**src/rtl/mult_pipe_pkg.sv**
```systemverilog
// rtl/mult_pipe_pkg.sv - shared encodings and stage packet for the RV32M multiply pipe
package mult_pipe_pkg;

    localparam int XLEN = 32;

    localparam logic [6:0] OPCODE_OP     = 7'b0110011;
    localparam logic [6:0] FUNCT7_MULDIV = 7'b0000001;

    localparam logic [2:0] F3_MUL    = 3'b000;
    localparam logic [2:0] F3_MULH   = 3'b001;
    localparam logic [2:0] F3_MULHSU = 3'b010;
    localparam logic [2:0] F3_MULHU  = 3'b011;

    typedef struct packed {
        logic            we;
        logic [4:0]      addr;
        logic [XLEN-1:0] data;
        logic [31:0]     instr;
        logic [31:0]     pc;
    } stage_pkt_t;

    // funct3[2]=1 selects the divide group, which this pipe does not execute
    function automatic logic is_mul_instr(input logic [31:0] instr);
        return (instr[31:25] == FUNCT7_MULDIV) && (instr[6:0] == OPCODE_OP) && !instr[14];
    endfunction

endpackage

```
**src/rtl/mult_pipe_stage.sv**
```systemverilog
// rtl/mult_pipe_stage.sv - one packet register of the multiply pipe with stall, kill and reset
module mult_pipe_stage
    import mult_pipe_pkg::*;
(
    input  logic       clk_i,
    input  logic       rst_i,
    input  logic       kill_i,
    input  logic       stall_i,
    input  stage_pkt_t pkt_i,
    output stage_pkt_t pkt_o
);

    stage_pkt_t pkt_q;
    stage_pkt_t pkt_d;

    always_comb begin
        pkt_d = pkt_q;
        if (kill_i) begin
            pkt_d = '0;
        end else if (!stall_i) begin
            pkt_d = pkt_i;
        end
    end

    always_ff @(posedge clk_i or posedge rst_i) begin
        if (rst_i) begin
            pkt_q <= '0;
        end else begin
            pkt_q <= pkt_d;
        end
    end

    assign pkt_o = pkt_q;

endmodule

```
**src/rtl/mult_pipe.sv**
```systemverilog
// rtl/mult_pipe.sv - pipelined RV32M MUL/MULH/MULHSU/MULHU unit with decode hazard query
// Optional feature: MULT_PERF_CNT_EN adds retired-multiply and stall-cycle counters.
module mult_pipe
    import mult_pipe_pkg::*;
#(
    parameter int NUM_STAGES = 4
) (
    input  logic            clk_i,
    input  logic            rst_i,
    input  logic            kill_i,
    input  logic            stall_i,
    input  logic [31:0]     mult1_instruction_i,
    input  logic [31:0]     mult1_pc_i,
    input  logic [4:0]      mult1_write_addr_i,
    input  logic            mult1_int_write_enable_i,
    input  logic [XLEN-1:0] mult1_src1_i,
    input  logic [XLEN-1:0] mult1_src2_i,
    input  logic [4:0]      hz_rs1_i,
    input  logic [4:0]      hz_rs2_i,
    output logic            hz_stall_o,
`ifdef MULT_PERF_CNT_EN
    output logic [31:0]     perf_mul_cnt_o,
    output logic [31:0]     perf_stall_cnt_o,
`endif
    output logic [XLEN-1:0] wb_int_write_data_o,
    output logic [4:0]      wb_write_addr_o,
    output logic            wb_int_write_enable_o,
    output logic [31:0]     wb_instruction_o,
    output logic [31:0]     wb_pc_o
);

    logic                   accept_mul;
    logic [2:0]             funct3;
    logic                   src1_signed;
    logic                   src2_signed;
    logic signed [XLEN:0]   op_a;
    logic signed [XLEN:0]   op_b;
    logic signed [2*XLEN-1:0] product;
    stage_pkt_t             entry_pkt;
    stage_pkt_t             stage_in  [NUM_STAGES];
    stage_pkt_t             stage_out [NUM_STAGES];

    // 33-bit extension lets one signed multiplier cover all four signedness cases
    always_comb begin
        funct3      = mult1_instruction_i[14:12];
        accept_mul  = is_mul_instr(mult1_instruction_i) && mult1_int_write_enable_i;
        src1_signed = (funct3 == F3_MULH) || (funct3 == F3_MULHSU);
        src2_signed = (funct3 == F3_MULH);
        op_a        = {src1_signed & mult1_src1_i[XLEN-1], mult1_src1_i};
        op_b        = {src2_signed & mult1_src2_i[XLEN-1], mult1_src2_i};
        product     = op_a * op_b;

        entry_pkt       = '0;
        entry_pkt.instr = mult1_instruction_i;
        entry_pkt.pc    = mult1_pc_i;
        entry_pkt.addr  = mult1_write_addr_i;
        if (accept_mul) begin
            entry_pkt.we   = (mult1_write_addr_i != 5'd0);
            entry_pkt.data = (funct3 == F3_MUL) ? product[XLEN-1:0] : product[2*XLEN-1:XLEN];
        end
    end

    for (genvar g = 0; g < NUM_STAGES; g++) begin : g_stage
        if (g == 0) begin : g_first
            assign stage_in[g] = entry_pkt;
        end else begin : g_rest
            assign stage_in[g] = stage_out[g-1];
        end

        mult_pipe_stage u_stage (
            .clk_i   (clk_i),
            .rst_i   (rst_i),
            .kill_i  (kill_i),
            .stall_i (stall_i),
            .pkt_i   (stage_in[g]),
            .pkt_o   (stage_out[g])
        );
    end

    // The final stage is visible to decode through the write-back forwarding path
    always_comb begin
        hz_stall_o = 1'b0;
        for (int i = 0; i < NUM_STAGES - 1; i++) begin
            if (stage_out[i].we && (stage_out[i].addr != 5'd0) &&
                ((stage_out[i].addr == hz_rs1_i) || (stage_out[i].addr == hz_rs2_i))) begin
                hz_stall_o = 1'b1;
            end
        end
    end

    assign wb_int_write_data_o   = stage_out[NUM_STAGES-1].data;
    assign wb_write_addr_o       = stage_out[NUM_STAGES-1].addr;
    assign wb_int_write_enable_o = stage_out[NUM_STAGES-1].we;
    assign wb_instruction_o      = stage_out[NUM_STAGES-1].instr;
    assign wb_pc_o               = stage_out[NUM_STAGES-1].pc;

`ifdef MULT_PERF_CNT_EN
    logic [31:0] mul_cnt_q, mul_cnt_d;
    logic [31:0] stall_cnt_q, stall_cnt_d;
    logic        any_valid;

    always_comb begin
        any_valid = 1'b0;
        for (int i = 0; i < NUM_STAGES; i++) begin
            any_valid = any_valid | stage_out[i].we;
        end
        mul_cnt_d   = mul_cnt_q;
        stall_cnt_d = stall_cnt_q;
        if (!kill_i && !stall_i && stage_in[NUM_STAGES-1].we) begin
            mul_cnt_d = mul_cnt_q + 32'd1;
        end
        if (stall_i && any_valid) begin
            stall_cnt_d = stall_cnt_q + 32'd1;
        end
    end

    always_ff @(posedge clk_i or posedge rst_i) begin
        if (rst_i) begin
            mul_cnt_q   <= '0;
            stall_cnt_q <= '0;
        end else begin
            mul_cnt_q   <= mul_cnt_d;
            stall_cnt_q <= stall_cnt_d;
        end
    end

    assign perf_mul_cnt_o   = mul_cnt_q;
    assign perf_stall_cnt_o = stall_cnt_q;
`endif

endmodule
```
**config.mk**
```make
export PLATFORM = sky130hd
export DESIGN_NAME = mult_pipe
export DESIGN_NICKNAME = d
export VERILOG_FILES = /design/src/rtl/mult_pipe_pkg.sv /design/src/rtl/mult_pipe_stage.sv /design/src/rtl/mult_pipe.sv
export SDC_FILE = /design/constraint.sdc
export NUM_CORES = 2
export LEC_CHECK = 0
export ABC_AREA = 1
export CORE_ASPECT_RATIO = 0.9
export CORE_MARGIN = 1.5
export CORE_UTILIZATION = 65
export CTS_BUF_LIST = sky130_fd_sc_hd__clkbuf_8
export DETAILED_ROUTE_END_ITERATION = 10
export GPL_ROUTABILITY_DRIVEN = 0
export GPL_TIMING_DRIVEN = 0
export PLACE_DENSITY = 0.93
export SLEW_MARGIN = 20
export SYNTH_ARGS = -nofsm -noshare
export SYNTH_HDL_FRONTEND = slang
export SYNTH_HIERARCHICAL = 1
export SYNTH_SLANG_ARGS = --single-unit
```
**constraint.sdc**
```tcl
create_clock -name clk_i -period 4.55 [get_ports clk_i]
set_input_delay 1.365 -clock clk_i [delete_from_list [all_inputs] [get_ports clk_i]]
set_output_delay 1.365 -clock clk_i [all_outputs]
set_load 0.03 [all_outputs]
```
==> metrics.md, run 1 <==
| Metric | Value |
|---|---|
| Outcome | stopped before the end |
| Last stage | 5_1_grt |
| Stop err | [ERROR GRT-0116] Global routing finished with congestion. Check the congestion regions in the DRC Viewer. |
| Number of synthesized flops with an enable pin | 0 |
| Async set-reset flop share out of synthesis | 100% |
| Area share of fa/ha/maj cells after synthesis | 44.0% |
| TritonCTS buffer count | 56 |
| Placed cell count | ~8500 |
| GRT Total Usage | 63.6% |
| Top-count cell post-synth | nand2_1 |
| Vias in the first global route | 66096 |
| Largest net degree at the start of global routing | a little over 80 |
| Syn Inst Count | 7132 |
| Main combinational cell family by area after synthesis | adder cells |
| Starting density of the core | between 60% and 70% |
| Synth top cells by count | 2222 x nand2_1, 1710 x inv_1, 1125 x fa_1 |
| Clock Sinks | 408 |
| PortBufs | 186 |
| Synth Area in Compound Gates | 2.06% |
| Mapped Area | 57300 um2 |
| Synth top area cells | fa_1 39%, dfrtp_1 18%, nand2_1 15% |
| H-tree depth | 2 |
| Die H | between 200 and 300 um |
| Max clock buf depth | 3 |
| Global-route wire length before repair | 409000 um |
| Yosys top cell area share | about 39% |
| Clock root cell | clkbuf_8 |
| Seq cells post-synth | 408 |
| Overflow left after global routing | 5 |
| Syn_nets | 8617 |
| Post-synthesis sequential area ratio | 17.8% |
| Synthesis warning total | 6 |
| Cts hold-fix bufs | 0 |
| Die X-Extent | 316 um |
| Ports | 251 |
| Mux share of post-synthesis cell area | 0% |
| Row cnt | between 100 and 150 |
| Syn avg cell area | about 8 um2 |
| Post-synthesis simple-gate area fraction | between 20% and 30% |
| Cell accounting for the most synthesized area | fa_1 |
| DP HPWL | approximately 160000 um |
| Cell variety after synth | 40 |
| XOR/XNOR Fraction of Synth Area | 0.535% |
| Top_reg_cell synth | dfrtp_1 |
## cell families after synthesis
logic type,Yosys count
xor+xnor,35
buf+inv,2114
flops,408
fa+ha+maj,1337
compound gates,217
simple gates,3021
## stage by stage
stage | TNS (ns) | worst slack [ns] | util, % | instance area (um2)
2_1_floorplan | -103.50 | -3.78 | - | 59100
4_1_cts | -103.26 | -3.54 | 76.0 | 66500
3_5_place_dp | -167.29 | -6.10 | 71.5 | 62600
3_3_place_gp | -574.72 | -5.95 | 71.4 | 62400
## per-layer routing
layer	GRT usage [%]	GRT overflow
met1	63.1	0
met2	76.9	2
met3	54.8	1
met4	55.0	2
met5	40.0	0
## timing repair
item                                    4_1_cts
gates cloned                                  2
pin swaps                                   173
endpoints found under the setup margin       33
setup buffers                                98
gates resized for setup                     589
==> run 2, diff against run 1 <==
--- a/config.mk
+++ b/config.mk
@@ -6,14 +6,12 @@
 export NUM_CORES = 2
 export LEC_CHECK = 0
 export ABC_AREA = 1
-export CORE_ASPECT_RATIO = 0.9
 export CORE_MARGIN = 1.5
-export CORE_UTILIZATION = 65
-export CTS_BUF_LIST = sky130_fd_sc_hd__clkbuf_8
+export CORE_UTILIZATION = 40
 export DETAILED_ROUTE_END_ITERATION = 10
 export GPL_ROUTABILITY_DRIVEN = 0
 export GPL_TIMING_DRIVEN = 0
-export PLACE_DENSITY = 0.93
+export PLACE_DENSITY_LB_ADDON = 0.15
 export SLEW_MARGIN = 20
 export SYNTH_ARGS = -nofsm -noshare
 export SYNTH_HDL_FRONTEND = slang
==> run 2 against run 1 <==
Synthesized cell count stayed put; the flow now finishes, with violations (negative setup slack); area after synthesis stayed put.
==> metrics.md, run 2 <==
| Metric | Value |
|---|---|
| Worst path max stage delay | ~0.68 ns |
| Cts hold-fix bufs | 0 |
| First-pass DRT Iterations | 6 |
| Core footprint | approximately 140000 um2 |
| Max-slew violations | 0 |
| Synthesis warning total | 6 |
| Die X-Extent | ~380 um |
| CP dominant cell by count | nand2_1 |
| Clock root cell | clkbuf_16 |
| Post-synthesis sequential area ratio | between 10% and 20% |
| Outcome | finished with violations |
| CP max FO | 6 |
| Slew at the pin with the worst max-slew slack | 1.02 ns |
| WP data arrival | 8.74 ns |
| Worst hold slack | 0.443 ns |
| Clock Sinks | 408 |
| Met2 Routed Length | between 90000 and 100000 um |
| Hold Vio Cnt, Final | 0 |
| Slew margin rel. | roughly a third |
| Starting density of the core | 40.4% |
| Syn_nets | 8617 |
| Max clock buf depth | 3 |
| Share of layout cells above drive strength 1 | 15.0% |
| TritonCTS clock tree | built |
| Row cnt | roughly 140 |
| Synth top cells by count | 2222 x nand2_1, 1710 x inv_1, 1125 x fa_1 |
| Top_reg_cell synth | dfrtp_1 |
| Initial drt markers | 4818 |
| Seq cells post-synth | 408 |
| Slack of the critical path | -3.74 ns |
| Critical path launch point type | input port |
| Routed wl met3 | 21000 um |
| CP delay by family, top | adder cells |
| Overflow left after global routing | 0 |
| Final Cell Area | approximately 70000 um2 |
| Number of synthesized flops with an enable pin | 0 |
| Wire length on met1 | between 80000 and 90000 um |
| DP HPWL | ~180000 um |
| Mapped Area | 57300 um2 |
| Clock-pin slew on the worst setup and hold paths | about 0.060 ns |
| Vias per inst | between 5 and 6 |
| Top-count cell post-synth | nand2_1 |
| Dpl cell area | 63500 um2 |
| Critical path endpoint category | register |
| Min Clock Period, post-route | 8.29 ns |
| CP Buf/Inv Count | 11 |
| Die H | 381 um |
| # DRC | 0 |
| Most frequent cells in the layout | 2129 x nand2_1, 1622 x inv_1, 1061 x fa_1 |
| # setup viols final | 32 |
| Max Clk Rate | 121 MHz |
| Routed vias | between 40000 and 50000 |
| Critical path's slowest cell | fa_2 |
| Final nets | 9002 |
| Largest net degree at the start of global routing | 76 |
| WL per Instance | approximately 23 um |
| CP Data Required Time | approximately 5.0 ns |
| Fillers | about 14000 |
| Hold Crit Class | register to register |
| Global-route wire length before repair | 324000 um |
| Max reg flops | a little over 400 |
| Die area | 145000 um2 |
| Yosys top cell area share | 39.3% |
| Cell accounting for the most synthesized area | fa_1 |
| Vias in the first global route | 50726 |
| TritonCTS buffer count | 44 |
| Critical setup path kind | input port to register |
| Final ANT Viol Nets | 0 |
| Fin crit share | 182% |
| Ports | between 200 and 300 |
| Most common cell after layout, fill and taps aside | nand2_1 |
| Cell variety after synth | 40 |
| Synth top area cells | fa_1 39%, dfrtp_1 18%, nand2_1 15% |
| RSZ-0062 raised after global routing | yes |
| Highest routed layer | met5 |
| Syn Inst Count | between 7000 and 8000 |
| Area delta synth->final | 22.1% |
| PortBufs | 186 |
| GRT Total Usage | between 30% and 40% |
| Initial antenna violation count | 14 |
| Violated checks | negative setup slack |
| H-tree depth | 2 |
| Fin Clk Skew | around 0.031 ns |
| Syn avg cell area | between 8 and 9 um2 |
| Async set-reset flop share out of synthesis | 100% |
| Number of max-cap violations | 0 |
| Total wire length | 217000 um |
| Worst skew pair latency | roughly 0.58 ns |
## run 2: cell counts after synthesis
Identical to the previous run, type by type.
## run 2: tightest hold or removal path: cells and delay by family, from the launching register on
family | cells | cell delay, ns
simple gates | 2 | 0.09
flops | 1 | 0.34
## run 2: worst paths after layout
| path | from | end | slack, ns | cells after the start |
|---|---|---|---|---|
| min | g_stage[1].u_stage/pkt_o[7] | g_stage[2].u_stage/pkt_o[7] | 0.44 | 2 |
| max | mult1_instruction_i[14] | g_stage[0].u_stage/pkt_o[95] | -3.74 | 37 |
| min reg2reg | g_stage[1].u_stage/pkt_o[7] | g_stage[2].u_stage/pkt_o[7] | 0.44 | 2 |
| min in group asynchronous | rst_i | g_stage[2].u_stage/pkt_o[96] | 1.50 | 2 |
| max reg2reg | g_stage[0].u_stage/pkt_o[100] | g_stage[0].u_stage/pkt_o[100] | 3.80 | 2 |
| max in group asynchronous | rst_i | g_stage[1].u_stage/pkt_o[78] | 2.29 | 3 |
## run 2: layer usage
| layer | vias up | global-route usage, % |
|---|---|---|
| met2 | 2313 | 46.7 |
| met3 | 517 | 5.93 |
| li1 | 21296 | - |
| met5 | - | 0 |
| met4 | 4 | 14.9 |
| met1 | 24584 | 40.5 |
## run 2: kinds of logic (layout without fill, tap and decap cells)
family                     after synthesis  in the layout  synth area share [%]
xor gates and xnor gates                35             35                 0.535
other                                    0              6                     0
AOI/OAI and AO/OA                      217            217                  2.06
DFF                                    408            408                  17.8
and+or+nand+nor                       3021           3021                  21.3
adders and majority gates             1337           1337                  44.0
buffers and inverters                 2114           2532                  14.3
## run 2: area by class of cell
type,count,area [um2],area share (%)
Clock inverter,8,149,0.213
Tap cell,1890,2360,3.38
Buffer,402,4650,6.66
Inverter,1712,6490,9.29
Multi-Input combinational cell,4610,41300,59.2
Clock buffer,71,1300,1.87
Timing Repair Buffer,339,3360,4.81
Antenna cell,6,15.0,0.0215
Sequential cell,408,10200,14.6
## run 2: what timing repair did
item,CTS,global route
setup endpoints to repair,33,33
pin swaps,165,113
setup buffers,100,45
gates resized for setup,733,194
cloned,4,0
## run 2: metrics by stage
stage | TNS (ns) | utilization, % | setup WS [ns] | cells
floorplan | -103.50 | - | -3.78 | 7132
finish | -109.68 | 49.3 | -3.74 | 9446
global placement | -734.82 | 44.7 | -6.33 | 9208
global route | -116.30 | 49.3 | -4.00 | 9443
detailed placement | -178.61 | 44.8 | -6.36 | 9212
CTS | -106.22 | 48.6 | -3.68 | 9395
Power of run 2 is left out: the tool's default activity adds up to more than one toggle a clock period on the data nets, which glitch-free logic cannot reach.
